<file path="src/rtl/rst_ctxt_serializer_if.sv">
// Byte-stream and ciphertext-capture signals of the RST ciphertext serializer.
interface rst_ctxt_serializer_if #(
  parameter int unsigned CNT_W = 4
);
  logic [15:0]      ctxt_str;
  logic             ctxt_ready;
  logic [7:0]       out_data;
  logic             out_valid;
  logic             out_ready;
  logic [CNT_W-1:0] fill_count;
  logic             empty;
  logic             ovf;
  logic             clr_ovf;

  modport master (
    output ctxt_str, ctxt_ready, out_ready, clr_ovf,
    input  out_data, out_valid, fill_count, empty, ovf
  );

  modport slave (
    input  ctxt_str, ctxt_ready, out_ready, clr_ovf,
    output out_data, out_valid, fill_count, empty, ovf
  );
endinterface

</file>
<file path="src/rtl/rst_ctxt_serializer.sv">
// Buffers 16-bit RST ciphertext pairs in a FIFO and emits them high byte first over valid/ready.
// Optional RST_SER_SEPARATOR_EN appends a space byte (8'h20) after every pair.
module rst_ctxt_serializer #(
  parameter int unsigned DEPTH = 8,
  parameter int unsigned CNT_W = $clog2(DEPTH) + 1
) (
  input  logic                   clk,
  input  logic                   rst,
  rst_ctxt_serializer_if.slave   bus
);

  localparam int unsigned PTR_W = $clog2(DEPTH);

`ifdef RST_SER_SEPARATOR_EN
  localparam logic [7:0] SEP_BYTE = 8'h20;
  typedef enum logic [1:0] {S_IDLE, S_HI, S_LO, S_SEP} state_t;
`else
  typedef enum logic [1:0] {S_IDLE, S_HI, S_LO} state_t;
`endif

  state_t           r_state;
  logic [15:0]      r_mem [DEPTH];
  logic [15:0]      r_hold;
  logic [7:0]       r_data;
  logic             r_valid;
  logic [CNT_W-1:0] r_cnt;
  logic [PTR_W-1:0] r_wptr;
  logic [PTR_W-1:0] r_rptr;
  logic             r_ovf;
  logic             r_empty;

  logic             w_hs;
  logic             w_last;
  logic             w_reload;
  logic             w_fifo_ne;
  logic             w_pop;
  logic             w_push;
  logic             w_to_idle;
  logic [CNT_W-1:0] w_cnt_next;
  logic [15:0]      w_head;

  assign w_hs = r_valid & bus.out_ready;
`ifdef RST_SER_SEPARATOR_EN
  assign w_last = (r_state == S_SEP);
`else
  assign w_last = (r_state == S_LO);
`endif
  // Handoff of the final byte of a pair frees the output stage for the next pop.
  assign w_reload   = w_hs & w_last;
  assign w_fifo_ne  = (r_cnt != '0);
  assign w_pop      = w_fifo_ne & ((r_state == S_IDLE) | w_reload);
  assign w_push     = bus.ctxt_ready & ((r_cnt != CNT_W'(DEPTH)) | w_pop);
  assign w_to_idle  = ~w_fifo_ne & ((r_state == S_IDLE) | w_reload);
  assign w_cnt_next = r_cnt + CNT_W'(w_push) - CNT_W'(w_pop);
  assign w_head     = r_mem[r_rptr];

  // Storage array carries no reset; validity is tracked by the pointers and count.
  always_ff @(posedge clk) begin
    if (w_push) r_mem[r_wptr] <= bus.ctxt_str;
  end

  always_ff @(posedge clk or posedge rst) begin
    if (rst) begin
      r_state <= S_IDLE;
      r_hold  <= 16'h0000;
      r_data  <= 8'h00;
      r_valid <= 1'b0;
      r_cnt   <= '0;
      r_wptr  <= '0;
      r_rptr  <= '0;
      r_ovf   <= 1'b0;
      r_empty <= 1'b1;
    end else begin
      r_cnt   <= w_cnt_next;
      r_empty <= (w_cnt_next == '0) & w_to_idle;
      if (w_push) r_wptr <= r_wptr + PTR_W'(1);
      if (w_pop)  r_rptr <= r_rptr + PTR_W'(1);

      // A drop in the same cycle as a clear leaves the flag set.
      if (bus.ctxt_ready & ~w_push) r_ovf <= 1'b1;
      else if (bus.clr_ovf)         r_ovf <= 1'b0;

      if (w_pop) begin
        r_hold  <= w_head;
        r_data  <= w_head[15:8];
        r_valid <= 1'b1;
        r_state <= S_HI;
      end else if (w_to_idle) begin
        r_data  <= 8'h00;
        r_valid <= 1'b0;
        r_state <= S_IDLE;
      end else if (w_hs) begin
        case (r_state)
          S_HI: begin
            r_data  <= r_hold[7:0];
            r_state <= S_LO;
          end
`ifdef RST_SER_SEPARATOR_EN
          S_LO: begin
            r_data  <= SEP_BYTE;
            r_state <= S_SEP;
          end
`endif
          default: ;
        endcase
      end
    end
  end

  assign bus.out_data   = r_data;
  assign bus.out_valid  = r_valid;
  assign bus.fill_count = r_cnt;
  assign bus.empty      = r_empty;
  assign bus.ovf        = r_ovf;

endmodule

</file>
<file path="src/flat_wrapper.sv">
// flat-port wrapper written by rule: the top's interface ports become plain ports
module rst_ctxt_serializer_flat 
#(
  parameter int unsigned DEPTH = 8,
  parameter int unsigned CNT_W = $clog2(DEPTH) + 1
)
  (clk, rst, bus_ctxt_str, bus_ctxt_ready, bus_out_ready, bus_clr_ovf, bus_out_data, bus_out_valid, bus_fill_count, bus_empty, bus_ovf);
  rst_ctxt_serializer_if #(.CNT_W(CNT_W)) bus_i ();
  input  logic clk;
  input  logic rst;
  input wire logic [$bits(bus_i.ctxt_str)-1:0] bus_ctxt_str;
  input wire logic [$bits(bus_i.ctxt_ready)-1:0] bus_ctxt_ready;
  input wire logic [$bits(bus_i.out_ready)-1:0] bus_out_ready;
  input wire logic [$bits(bus_i.clr_ovf)-1:0] bus_clr_ovf;
  output wire logic [$bits(bus_i.out_data)-1:0] bus_out_data;
  output wire logic [$bits(bus_i.out_valid)-1:0] bus_out_valid;
  output wire logic [$bits(bus_i.fill_count)-1:0] bus_fill_count;
  output wire logic [$bits(bus_i.empty)-1:0] bus_empty;
  output wire logic [$bits(bus_i.ovf)-1:0] bus_ovf;
  assign bus_i.ctxt_str = bus_ctxt_str;
  assign bus_i.ctxt_ready = bus_ctxt_ready;
  assign bus_i.out_ready = bus_out_ready;
  assign bus_i.clr_ovf = bus_clr_ovf;
  assign bus_out_data = bus_i.out_data;
  assign bus_out_valid = bus_i.out_valid;
  assign bus_fill_count = bus_i.fill_count;
  assign bus_empty = bus_i.empty;
  assign bus_ovf = bus_i.ovf;
  rst_ctxt_serializer #(.DEPTH(DEPTH), .CNT_W(CNT_W)) u_core (.clk(clk), .rst(rst), .bus(bus_i));
endmodule
</file>
<file path="config.mk">
export PLATFORM = sky130hd
export DESIGN_NAME = rst_ctxt_serializer_flat
export DESIGN_NICKNAME = d
export VERILOG_FILES = /design/src/rtl/rst_ctxt_serializer_if.sv /design/src/rtl/rst_ctxt_serializer.sv /design/src/flat_wrapper.sv
export SDC_FILE = /design/constraint.sdc
export NUM_CORES = 1
export LEC_CHECK = 0
export CORE_ASPECT_RATIO = 0.9
export CORE_MARGIN = 5
export CORE_UTILIZATION = 50
export CTS_CLUSTER_DIAMETER = 80
export CTS_CLUSTER_SIZE = 28
export DETAILED_ROUTE_END_ITERATION = 10
export PLACE_DENSITY = 0.74
export RECOVER_POWER = 25
export SETUP_SLACK_MARGIN = 0.5
export SYNTH_ARGS = -nofsm -noshare
export SYNTH_HDL_FRONTEND = slang
export SYNTH_SLANG_ARGS = --single-unit
export TNS_END_PERCENT = 1
</file>
<file path="constraint.sdc">
create_clock -name clk -period 3.7 [get_ports clk]
set_input_delay 0.37 -clock clk [delete_from_list [all_inputs] [get_ports clk]]
set_output_delay 0.37 -clock clk [all_outputs]
set_load 0.005 [all_outputs]
</file>
# Word level (Yosys, flattened, before mapping)
# Memory sizes are Yosys's and may differ from the RTL's.
# Index checks and enable logic that the tools add are counted.
# Widths: inputs -> output; s select.
[totals]
in_bits = 21
register_bits = 31
wordCells = 50
ram_bits = 128
mem_count = 1
output_inout_bits = 15
[mem_list]
columns = ["memory", "depth", "word_bits", "rd", "rd_clocked_by_memory_dff", "write_ports", "line", "text"]
rows = [
  ["u_core.r_mem", 8, 16, 1, 0, 1, "rst_ctxt_serializer.sv:22", "logic [15:0] r_mem [DEPTH];"],
]
[classes]
n_addsub = 4
mux = 14
n_reduce_logical = 8
eq_ne = 3
bitwise = 11
[ops]
columns = ["op", "count"]
rows = [
  ["$mux 8", 4],
  ["$mux 2", 4],
  ["$and 1x1->1", 7],
  ["$add 3x1->3 const B", 2],
  ["$mux 1", 6],
  ["$reduce_bool 3->1", 2],
  ["$add 4x1->4", 1],
  ["$logic_not 4->1", 1],
  ["$ne 4x4->1 const B", 1],
  ["$reduce_bool 2->1", 2],
  ["$reduce_bool 4->1", 1],
  ["$sub 4x1->4", 1],
  ["$eq 2x1->1 const B", 1],
  ["$eq 2x2->1 const B", 1],
  ["$logic_not 2->1", 1],
  ["$not 1->1", 2],
  ["$or 1x1->1", 2],
  ["$reduce_and 2->1", 1],
]

# Longest topological paths before layout
[logic_depth]
word_depth = 10
ltp_mapped = 14
ltp_nobuf = 13

# Worst setup path before layout
# OpenSTA, ideal clock, no wires.
[synth_path]
path_kind = "register to register"
start = "register u_core.r_cnt[2], in the netlist u_core.bus.fill_count[2]"
end = "memory u_core.r_mem[1][0], enable pin"
path_stages_with_launch = 6
setup_ns = 0.409
t_arrival_ns = 2.313
synth_period_minus_slack_ns = 2.722
required_time_ns = 3.291
n_path_buf = 0
setup_slack_ns = 0.978
cell_sequence = "dfrtp_1 > inv_1 > ha_1 > o311ai_4 > nand2_1 > nor3_1"
[synth_between]
elab_chain_cells = 6
word_cells_on_any_way = 7
classes_between = "1 x eq/ne; 2 x mux; 3 x bitwise; 1 x reduce/logical"
[synth_lines]
columns = ["item", "line", "text"]
rows = [
  ["start: declaration", "rst_ctxt_serializer.sv:26", "logic [CNT_W-1:0] r_cnt;"],
  ["start signal: assignment", "rst_ctxt_serializer.sv:74", "r_cnt <= w_cnt_next;"],
  ["$reduce_bool 4->1", "rst_ctxt_serializer.sv:50", "assign w_fifo_ne = (r_cnt != '0);"],
  ["$and 1x1->1", "rst_ctxt_serializer.sv:51", "assign w_pop = w_fifo_ne & ((r_state == S_IDLE) | w_reload);"],
  ["$or 1x1->1 *", "rst_ctxt_serializer.sv:52", "assign w_push = bus.ctxt_ready & ((r_cnt != CNT_W'(DEPTH)) | w_pop);"],
  ["$and 1x1->1 *", "rst_ctxt_serializer.sv:52", ""],
  ["$mux 1 *", "rst_ctxt_serializer.sv:59", "if (w_push) r_mem[r_wptr] <= bus.ctxt_str;"],
  ["$mux 1 (implied by the code) *", "rst_ctxt_serializer.sv:59", ""],
  ["end: declaration", "rst_ctxt_serializer.sv:22", ""],
]
# Every way passes the cells marked *; elsewhere a longest branch is shown, timed or not.

# Final worst setup path
[layout_path]
start = "register u_core.r_cnt[1], in the netlist u_core.bus.fill_count[1]"
end = "register u_core.r_empty, in the netlist u_core.bus.empty"
[layout_between]
elab_chain_cells = 8
word_cells_on_any_way = 11
classes_between = "2 x add/sub; 1 x eq/ne; 6 x bitwise; 2 x reduce/logical"
[layout_lines]
columns = ["item", "line", "text"]
rows = [
  ["$reduce_bool 4->1", "rst_ctxt_serializer.sv:50", ""],
  ["$and 1x1->1", "rst_ctxt_serializer.sv:51", ""],
  ["$or 1x1->1", "rst_ctxt_serializer.sv:52", ""],
  ["$and 1x1->1", "rst_ctxt_serializer.sv:52", ""],
  ["$add 4x1->4", "rst_ctxt_serializer.sv:54", "assign w_cnt_next = r_cnt + CNT_W'(w_push) - CNT_W'(w_pop);"],
  ["$sub 4x1->4 *", "rst_ctxt_serializer.sv:54", ""],
  ["via u_core.w_cnt_next[1]", "rst_ctxt_serializer.sv:39", "logic [CNT_W-1:0] w_cnt_next;"],
  ["$logic_not 4->1 *", "rst_ctxt_serializer.sv:75", "r_empty <= (w_cnt_next == '0) & w_to_idle;"],
  ["$and 1x1->1 *", "rst_ctxt_serializer.sv:75", ""],
  ["end signal: assignment", "rst_ctxt_serializer.sv:75", ""],
  ["end: declaration", "rst_ctxt_serializer.sv:30", "logic r_empty;"],
]
# The timed path passes the listed nets; every way through them passes the cells marked *.
# A chain may end at the register's enable or synchronous reset.

==> flow_results.xml <==
<?xml version="1.0" encoding="UTF-8"?>
<metrics>
  <group name="run_status">
    <metric name="run_status" unit="">finished with violations</metric>
    <metric name="failed_checks" unit="">max-capacitance violations, max-slew violations</metric>
  </group>
  <group name="cts">
    <metric name="cts.reportedPaths.clkPinSlew" unit="ns">0.06</metric>
    <metric name="post_cts_hold_buffer_count" unit="">0</metric>
    <metric name="cts.repair.resized" unit="">0</metric>
    <metric name="cts_setup_buffers" unit="">0</metric>
    <metric name="tritoncts" unit="">built</metric>
    <metric name="clock_tree.htree_level_count" unit="">4</metric>
    <metric name="clkLatencyLatePin" unit="ns">0.42</metric>
    <metric name="clock-sinks" unit="">159</metric>
    <metric name="cts.root.buffer_cell" unit="">clkbuf_16</metric>
    <metric name="cts_buffer_depth" unit="">2</metric>
    <metric name="numCtsBuffers" unit="">17</metric>
  </group>
  <group name="global_routing">
    <metric name="grt_pass1_wl" unit="um">18800</metric>
    <metric name="grt-ovfl-total" unit="">0</metric>
    <metric name="groute.usage.overall" unit="%">17.4</metric>
    <metric name="grt_start_max_net_pins" unit="">32</metric>
    <metric name="grt_antenna_before_repair" unit="">0</metric>
    <metric name="grt_pass1_vias" unit="">3292</metric>
  </group>
  <group name="final_layout">
    <metric name="antenna_cells_inserted" unit="">0</metric>
    <metric name="layout-drive-gt1-share" unit="%">21.5</metric>
    <metric name="design.final.nets" unit="">407</metric>
    <metric name="util_after_layout" unit="%">60.8</metric>
    <metric name="fillers" unit="">896</metric>
    <metric name="areaGrowthSynthToFinish" unit="%">18.0</metric>
  </group>
  <group name="route">
    <metric name="routed_wl" unit="um">11800</metric>
    <metric name="vias" unit="">3110</metric>
    <metric name="drt_first_iter_violations" unit="">194</metric>
    <metric name="wl_per_cell" unit="um">21.5</metric>
    <metric name="dr_pass1_iterations" unit="">5</metric>
    <metric name="via_per_inst" unit="">5.65</metric>
    <metric name="detail_route.drc_violations" unit="">0</metric>
    <metric name="antenna_violating_nets_post_route" unit="">0</metric>
  </group>
  <group name="sta">
    <metric name="worst_pin_slew" unit="ns">1.69</metric>
    <metric name="maxSlewViolCount" unit="">32</metric>
    <metric name="fmaxAchievable" unit="GHz">0.377</metric>
    <metric name="setup-tns-final" unit="ns">0</metric>
    <metric name="slew_headroom" unit="%">-12.8</metric>
    <metric name="final_worst_clock_skew" unit="ns">0.00881</metric>
    <metric name="fin_hold_ws" unit="ns">0.513</metric>
    <metric name="timing.final.hold_violations" unit="">0</metric>
    <metric name="period_minus_slack" unit="ns">2.65</metric>
    <metric name="setup_viol" unit="">0</metric>
    <metric name="rsz_0062_raised_after_global_routing" unit="">false</metric>
    <metric name="post-route-period-util" unit="%">71.7</metric>
  </group>
  <group name="worst_setup_path">
    <metric name="worst_path_max_delay_cell" unit="">fa_1</metric>
    <metric name="crit_path_start_kind" unit="">flip-flop</metric>
    <metric name="reg2reg_setup_slack" unit="ns">1.05</metric>
    <metric name="critPathArrivalTime" unit="ns">2.96</metric>
    <metric name="cp.buffers_inverters" unit="">4</metric>
    <metric name="rr_worst_depth" unit="">12</metric>
    <metric name="cell_chain_of_the_critical_path" unit="">nor2_1 -&gt; nand2_1 -&gt; nand2_1 -&gt; inv_2 -&gt; ha_1 -&gt; inv_1 -&gt; ha_1 -&gt; inv_1 -&gt; fa_1 -&gt; inv_1 -&gt; nor4_1 -&gt; nor4b_1</metric>
    <metric name="regToRegStartpoint" unit="">u_core.bus.fill_count[1]$_DFF_PP0_</metric>
    <metric name="critical_path.top_delay_family" unit="">simple AND/OR/NAND/NOR gates</metric>
    <metric name="max_stage_delay" unit="ns">0.49</metric>
    <metric name="critPathRequiredTime" unit="ns">4.01</metric>
    <metric name="worst_path_max_fanout" unit="">5</metric>
    <metric name="crit_path_frequent_cell" unit="">inv_1</metric>
    <metric name="end_kind" unit="">flip-flop</metric>
    <metric name="critPathKind" unit="">flip-flop to flip-flop</metric>
    <metric name="reg2reg_to" unit="">u_core.bus.empty$_DFF_PP1_</metric>
  </group>
  <group name="die">
    <metric name="core_area" unit="um2">12200</metric>
    <metric name="placement_rows" unit="">38</metric>
    <metric name="design.portCount" unit="">36</metric>
    <metric name="chipHeight" unit="um">116</metric>
    <metric name="dieArea" unit="um2">14900</metric>
    <metric name="floorplan.initialDensity" unit="%">51.5</metric>
    <metric name="die_w" unit="um">128</metric>
  </group>
  <group name="synthesis">
    <metric name="synth-simple-area-share" unit="%">2.95</metric>
    <metric name="synth_async_sr_flop_share" unit="%">19.5</metric>
    <metric name="syn_area_per_cell" unit="um2">19.6</metric>
    <metric name="yosys_most_used_dff" unit="">edfxtp_1</metric>
    <metric name="post_synth_num_cell_types" unit="">36</metric>
    <metric name="synth_enable_flop_cells" unit="">128</metric>
    <metric name="synth_top_family_by_area" unit="">multiplexers</metric>
    <metric name="netlist_instances" unit="">320</metric>
    <metric name="yosys_register_bits" unit="">159</metric>
    <metric name="synth.area.mux_share" unit="%">14.5</metric>
    <metric name="mappedNetlistArea" unit="um2">6270</metric>
    <metric name="synth-adder-area-share" unit="%">2.08</metric>
    <metric name="post_syn_nets" unit="">350</metric>
    <metric name="synthXorXnorAreaFrac" unit="%">0.838</metric>
    <metric name="ys_seq_area_share" unit="%">73.7</metric>
    <metric name="yosys_synthesis_warning_count" unit="">0</metric>
    <metric name="synth_compound_area_share" unit="%">3.37</metric>
  </group>
  <group name="placement">
    <metric name="io_buffer_count" unit="">35</metric>
    <metric name="dpl.hpwl" unit="um">7140</metric>
    <metric name="routabilityCongestion" unit="">0.772</metric>
  </group>
  <group name="hold_path">
    <metric name="hold_path_depth" unit="">2</metric>
    <metric name="hp-class" unit="">flip-flop to flip-flop</metric>
    <metric name="min_from" unit="">u_core.bus.out_data[7]$_DFFE_PP0P_</metric>
    <metric name="whs_endpoint" unit="">u_core.bus.out_data[7]$_DFFE_PP0P_</metric>
  </group>
  <group name="power">
    <metric name="cellLeakagePower" unit="nW">2.59</metric>
    <metric name="power.density_cell_area" unit="nW/um2">819</metric>
    <metric name="vdd_ir_drop_max" unit="mV">0.505</metric>
    <metric name="design_power_total" unit="mW">6.06</metric>
  </group>
  <group name="flow_run">
    <metric name="drv.max_cap_violation_count" unit="">1</metric>
  </group>
</metrics>
-- worst register-to-register path: stages, from the launching register on --
cell,delay [ns]
dfrtp_1,0.45
nor2_1,0.24
nand2_1,0.12
nand2_1,0.11
inv_2,0.04
ha_1,0.26
inv_1,0.06
ha_1,0.16
inv_1,0.06
fa_1,0.49
inv_1,0.05
nor4_1,0.27
nor4b_1,0.26
-- cells in the mapped netlist (4+ instances only) --
library cell	n	area share (%)
nor2_1	14	0.84
nand2_1	8	0.48
buf_6	7	1.3
mux2i_1	16	2.6
ha_1	8	1.6
dfrtp_1	30	12
buf_2	5	0.40
a22oi_1	7	0.84
a21oi_1	10	0.80
xnor2_1	4	0.56
inv_1	12	0.72
o21ai_1	8	0.64
mux4_2	32	11
edfxtp_1	128	61
nor3_1	4	0.32
-- placed cells by master (no fill, tap or decap), types with 2 or more instances in the layout --
master,synthesis,routed
clkinv_2,0,3
buf_4,1,15
o21ai_1,8,8
o21ai_0,2,2
xnor2_1,4,4
dfrtp_1,30,30
bufinv_16,0,2
xor2_1,2,2
nor3_2,0,4
a21oi_1,10,10
clkbuf_1,0,4
nand2b_1,3,3
ha_1,8,8
edfxtp_1,128,128
inv_1,12,12
mux2i_1,16,16
nand3_1,3,3
a22oi_1,7,7
nand2_1,8,8
dlygate4sd3_1,0,8
clkdlybuf4s50_1,0,27
clkbuf_16,0,17
clkinvlp_4,0,3
nor2_1,14,14
mux4_2,32,32
clkinv_1,0,3
-- layer usage --
layer / wire length (um) / track usage [%]
met1: 5240 / 23.3
met4: 206 / 6.72
met2: 5850 / 27.8
met3: 549 / 4.30
met5: 0 / 0
-- where the power goes --
group | switching [mW] | internal, mW
sequential | 0.326 | 2.33
clock | 0.663 | 0.983
combinational | 0.841 | 0.912
-- logic make-up after synthesis --
logic type,Yosys count
AO/OA/AOI/OAI,31
AND/OR/NAND/NOR,38
adder cells (fa/ha/maj),10
XOR/XNOR,6
multiplexers,50
flip-flops,159
buffers and inverters,26
-- through the flow --
stage                     worst slack [ns]  cell area (um2)  std cells
after global routing                 0.769             7400        550
final                                 1.05             7400        550
after CTS                             1.03             7400        550
after floorplan                      0.978             6270        320
after global placement               0.764             6850        518
after detailed placement             0.680             6850        518
-- sequential cells by signal, indices dropped and copies added (netlist names) --
name / flops
u_core.bus.out_valid: 1
u_core.bus.ovf: 1
u_core.r_state: 2
u_core.r_rptr: 3
u_core.r_wptr: 3
u_core.r_hold: 8
u_core.bus.empty: 1
u_core.r_mem: 128
u_core.bus.fill_count: 4
u_core.bus.out_data: 8
-- worst max path at each step --
| stage | start | endpoint | slack [ns] | cells past startpoint |
|---|---|---|---|---|
| floorplan | u_core.bus.fill_count[2]$_DFF_PP0_ | u_core.r_mem[1][0]$_DFFE_PP_ | 0.98 | 5 |
| global placement | bus_out_ready | u_core.bus.empty$_DFF_PP1_ | 0.76 | 13 |
| detailed placement | bus_out_ready | u_core.bus.empty$_DFF_PP1_ | 0.68 | 13 |
| CTS | u_core.bus.fill_count[1]$_DFF_PP0_ | u_core.bus.empty$_DFF_PP1_ | 1.03 | 12 |
| global route | u_core.bus.fill_count[1]$_DFF_PP0_ | u_core.bus.empty$_DFF_PP1_ | 0.77 | 12 |
| finish | u_core.bus.fill_count[1]$_DFF_PP0_ | u_core.bus.empty$_DFF_PP1_ | 1.05 | 12 |
-- area by class of cell --
| cell class | instances | area (um2) | area share, % |
|---|---|---|---|
| Timing Repair Buffer | 51 | 467 | 6.31 |
| Sequential cell | 159 | 4620 | 62.5 |
| Inverter | 13 | 48.8 | 0.660 |
| Clock buffer | 20 | 437 | 5.90 |
| Clock inverter | 12 | 118 | 1.59 |
| Tap cell | 160 | 200 | 2.71 |
| Multi-Input combinational cell | 135 | 1510 | 20.4 |
Power figures use the tool's default switching activity.
